===== config.mk =====
export PLATFORM = sky130hd
export DESIGN_NAME = nr_recip_seq
export DESIGN_NICKNAME = d
export VERILOG_FILES = /design/src/rtl/nr_recip_seq.sv
export SDC_FILE = /design/constraint.sdc
export NUM_CORES = 2
export LEC_CHECK = 0
export CAP_MARGIN = 25
export CORE_AREA = 2 2 341 343
export DETAILED_ROUTE_END_ITERATION = 8
export DIE_AREA = 0 0 343 345
export DONT_BUFFER_PORTS = 1
export MAX_ROUTING_LAYER = met4
export SYNTH_ARGS = -nofsm -noshare
export SYNTH_HDL_FRONTEND = slang
export SYNTH_SLANG_ARGS = --single-unit

===== constraint.sdc =====
create_clock -name clk -period 12.5 [get_ports clk]
set_input_delay 3.75 -clock clk [delete_from_list [all_inputs] [get_ports clk]]
set_output_delay 3.75 -clock clk [all_outputs]
set_load 0.01 [all_outputs]

===== src/rtl/nr_recip_seq.sv =====
// nr_recip_seq: sequential Newton-Raphson reciprocal, recip_out ~= 1/(1+exp_in), Q4.16 in and out.
// Build option NR_RECIP_EXT_SEED_EN adds seed_in and replaces the internal PWL seed with it.
module nr_recip_seq #(
    parameter int ITERS = 2
) (
    input  logic        clk,
    input  logic        rst,
    input  logic        in_valid,
    output logic        in_ready,
    input  logic [19:0] exp_in,
    output logic        out_valid,
    input  logic        out_ready,
    output logic [19:0] recip_out,
`ifdef NR_RECIP_EXT_SEED_EN
    input  logic [19:0] seed_in,
`endif
    output logic [2:0]  o_dbg_state
);

    localparam int CW = $clog2(ITERS + 1);

    typedef enum logic [2:0] {
        S_IDLE = 3'd0,
        S_SEED = 3'd1,
        S_SQ   = 3'd2,
        S_MUL  = 3'd3,
        S_DONE = 3'd4
    } state_t;

    state_t        r_state;
    state_t        w_next;
    logic [20:0]   r_d;
    logic [19:0]   r_y;
    logic [39:0]   r_sq;
    logic [CW-1:0] r_cnt;
    logic [19:0]   r_recip;

    logic          w_accept;
    logic [CW-1:0] w_cnt_inc;
    logic          w_last;
    logic [19:0]   w_two_y;
    logic [51:0]   w_sqd;
    logic [19:0]   w_y_next;

    // Handshakes: a transfer happens on a rising edge where valid and ready are both high.
    // in_ready is high only in IDLE; out_valid/recip_out hold in DONE until out_ready.
    always_ff @(posedge clk) begin
        if (rst) begin
            r_state <= S_IDLE;
        end else begin
            r_state <= w_next;
        end
    end

    always_comb begin
        w_next    = r_state;
        in_ready  = 1'b0;
        out_valid = 1'b0;
        w_accept  = 1'b0;
        case (r_state)
            S_IDLE: begin
                in_ready = 1'b1;
                if (in_valid) begin
                    w_accept = 1'b1;
                    w_next   = S_SEED;
                end
            end
            S_SEED: w_next = S_SQ;
            S_SQ:   w_next = S_MUL;
            S_MUL:  w_next = w_last ? S_DONE : S_SQ;
            S_DONE: begin
                out_valid = 1'b1;
                if (out_ready) begin
                    w_next = S_IDLE;
                end
            end
            default: w_next = S_IDLE;
        endcase
        if (rst) begin
            in_ready  = 1'b0;
            out_valid = 1'b0;
            w_accept  = 1'b0;
        end
    end

    assign w_cnt_inc = r_cnt + CW'(1);
    assign w_last    = (w_cnt_inc == CW'(ITERS));

    // Only bits [51:32] of the 60-bit NR difference are kept, so the product is needed mod 2^52.
    assign w_two_y  = {r_y[18:0], 1'b0};
    assign w_sqd    = {12'd0, r_sq} * {31'd0, r_d};
    assign w_y_next = 20'(({w_two_y, 32'd0} - w_sqd) >> 32);

`ifdef NR_RECIP_EXT_SEED_EN
    logic [19:0] r_seed;

    always_ff @(posedge clk) begin
        if (rst) begin
            r_seed <= 20'd0;
        end else if (w_accept) begin
            r_seed <= seed_in;
        end
    end
`else
    logic [2:0]  w_sh;
    logic [15:0] w_m;
    logic [32:0] w_prod;
    logic [19:0] w_seed_y;

    // Normalising shift = (MSB index of d) - 15; d >= 1.0 so the MSB sits in bits 16..20.
    always_comb begin
        w_sh = 3'd1;
        if (r_d[20]) begin
            w_sh = 3'd5;
        end else if (r_d[19]) begin
            w_sh = 3'd4;
        end else if (r_d[18]) begin
            w_sh = 3'd3;
        end else if (r_d[17]) begin
            w_sh = 3'd2;
        end
    end

    assign w_m      = 16'(r_d >> w_sh);
    assign w_prod   = 33'd123362 * {17'd0, w_m};
    assign w_seed_y = 20'((33'd185042 - (w_prod >> 16)) >> w_sh);
`endif

    always_ff @(posedge clk) begin
        if (rst) begin
            r_d     <= 21'd0;
            r_y     <= 20'd0;
            r_sq    <= 40'd0;
            r_cnt   <= '0;
            r_recip <= 20'd0;
        end else begin
            case (r_state)
                S_IDLE: begin
                    if (w_accept) begin
                        r_d   <= 21'h10000 + {1'b0, exp_in};
                        r_cnt <= '0;
                    end
                end
                S_SEED: begin
`ifdef NR_RECIP_EXT_SEED_EN
                    r_y <= r_seed;
`else
                    r_y <= w_seed_y;
`endif
                end
                S_SQ: r_sq <= {20'd0, r_y} * {20'd0, r_y};
                S_MUL: begin
                    r_y   <= w_y_next;
                    r_cnt <= w_cnt_inc;
                    if (w_last) begin
                        r_recip <= w_y_next;
                    end
                end
                default: ;
            endcase
        end
    end

    assign recip_out   = r_recip;
    assign o_dbg_state = r_state;

endmodule


==> reports/metrics.csv <==
metric,value,unit
status,completed,
cap_violations,0,
slew_violations,0,
clk_pin_slew,90,ps
worst_path_most_repeated_cell,inv_1,
synth_enable_flop_cells,0,
synth.distinct_cells,88,
path_max_fanout,42,
root_buffer,clkbuf_16,
synth_common_cells,"inv_1 (1106), fa_1 (1026), nand2_1 (611)",
grt_usage,22.29,%
whs_path_depth,2,
hp-class,reg -> reg,
areaGrowthSynthToFinish,4.323,%
viasPerCell,5.096,
fmax,95.98,MHz
pin_count,49,
syn_inst,5104,
synth-async-reset-ratio,0,%
grt_setup_unrepaired,false,
synthesis.nets,6602,
cp_slowest_cell,or2_2,
synth_top_cell_area_share,45.18,%
holdCritStartpoint,r_sq[2],
cts-resized-gates,0,
ys_warn_count,0,
layout-drive-gt1-share,3.394,%
die_y,345,um
final_area,47430,um2
core_area,115100,um2
placed_area,47070,um2
ys_ff_latch,105,
max_stage_delay,790,ps
r2r_end,r_y[13],
avgRoutedWirePerCell,18.94,um
r2r_start,r_d[18],
hpwl,96180,um
cts_made_buffers,9,
grt_start_max_net_pins,87,
syn-cell-area,45460,um2
start_util,39.50,%
ant_nets,0,
reg2reg_depth,40,
dr.pass1.iters,5,
yosysMostFrequentCell,inv_1,
nets,6443,
yosysTopAreaCell,fa_1,
route.detailed.drc,0,
drtIter0Drc,1877,
grt_pass1_vias,35860,
rrSetupSlack,2080,ps
antenna_cells,0,
routed_wl,122600,um
gp_congestion,0.8900,
fin_tns_setup,0,ps
ys_top_cells_by_area,"fa_1 (45%), ha_1 (12%), inv_1 (9.1%)",
io_buffers,0,
worst_pin_slew,1073,ps
clock_skew,21.90,ps
fp.dieW,343,um
start_kind,register,
post-cts-setup-buffers,0,
worstPathArrival,10740,ps
relSlewSlack,28.34,%
antenna_found_initial,0,
post-route-period-util,83.35,%
required,12820,ps
hold_viol,0,
fill_cells,11720,
cts_buffer_depth,2,
cts_hold_buf,0,
dieArea,118300,um2
worstSetupPathType,reg -> reg,
clock_sinks,105,
synth_seq_area_share,4.623,%
rows,125,
grt_overflow_total,0,
syn_avg_cell_area,8.908,um2
grt_pass1_wl,200900,um
vias,32990,
cts_tree,built,
min_to,r_sq[2],
setup_viol,0,
clk-insertion-delay-late,400,ps
fin_crit,10420,ps
cp-end-kind,register,
ys.flop_type,dfxtp_1,
h-tree-depth,3,
[cell type report]
cell class                 count  area, um2  share of cell area (%)
clock buffer                   9      225.2                  0.4748
clock inverter                 7      107.6                  0.2269
inverter                    1114       4182                   8.816
multi-input combinational   3625      38190                   80.52
sequential                   105       2115                   4.458
tap                         1524       1907                   4.020
timing repair buffer          90      705.7                   1.488
[layout by cell type, fill, tap and decap left out, types with 25 or more instances in the layout]
cell type	instances
a21o_1	54
a21oi_1	169
and2_1	545
buf_4	87
dfxtp_1	95
fa_1	1026
ha_1	448
inv_1	1106
nand2_1	611
nand3_1	59
nor2_1	162
nor3_1	25
o21ai_0	71
xnor2_1	72
xor2_1	35
[flip-flops by register name, indices dropped and copies added, names as in the netlist]
signal and flops:
r_sq 39, r_y 20, o_dbg_state 3, r_d 21, r_cnt 2, recip_out 20
[stage by stage]
step                      setup WS (ps)  hold WS, ps  utilization [%]  cells
after floorplan                    3584        450.9                -   5104
after global placement             2282        436.4            40.87   6455
after detailed placement           2161        438.8            40.89   6457
after CTS                          2086        450.5            41.18   6473
after global routing               1340        474.0            41.20   6474
final                              2081        452.7            41.20   6474
[critical path, delay by kind of cell (launching register included)]
family | cells | cell delay, ps
AOI/OAI and AO/OA | 14 | 3450
DFF | 1 | 310
adders and majority gates | 8 | 2980
buffers and inverters | 7 | 810
xor gates and xnor gates | 1 | 160
and+or+nand+nor | 9 | 2250
muxes | 1 | 350
[per-layer routing]
metal,GRT usage [%],wire length (um)
met1,29.10,52990
met2,37.44,60720
met3,1.998,5858
met4,5.285,3064
met5,-,0
[kinds of logic after synthesis]
logic type                 count (synthesis)  synth area share [%]
xor gates and xnor gates                 108                 2.097
DFF                                      105                 4.623
muxes                                     26                0.5807
adders and majority gates               1474                 57.51
and+or+nand+nor                         1523                 16.62
buffers and inverters                   1374                 11.40
AOI/OAI and AO/OA                        494                 7.166
[worst max path at each step]
| stage | startpoint | to | slack (ps) |
|---|---|---|---|
| global placement | r_d[18] | r_y[13] | 2280 |
| finish | r_d[18] | r_y[13] | 2080 |
| floorplan | r_d[20] | r_y[13] | 3580 |
| CTS | r_d[18] | r_y[13] | 2090 |
| detailed placement | r_d[18] | r_y[13] | 2160 |
| global route | r_d[18] | r_y[11] | 1340 |
Power is not shown: default switching activity piles up to over one toggle a cycle in this logic, so the estimate is an artifact.
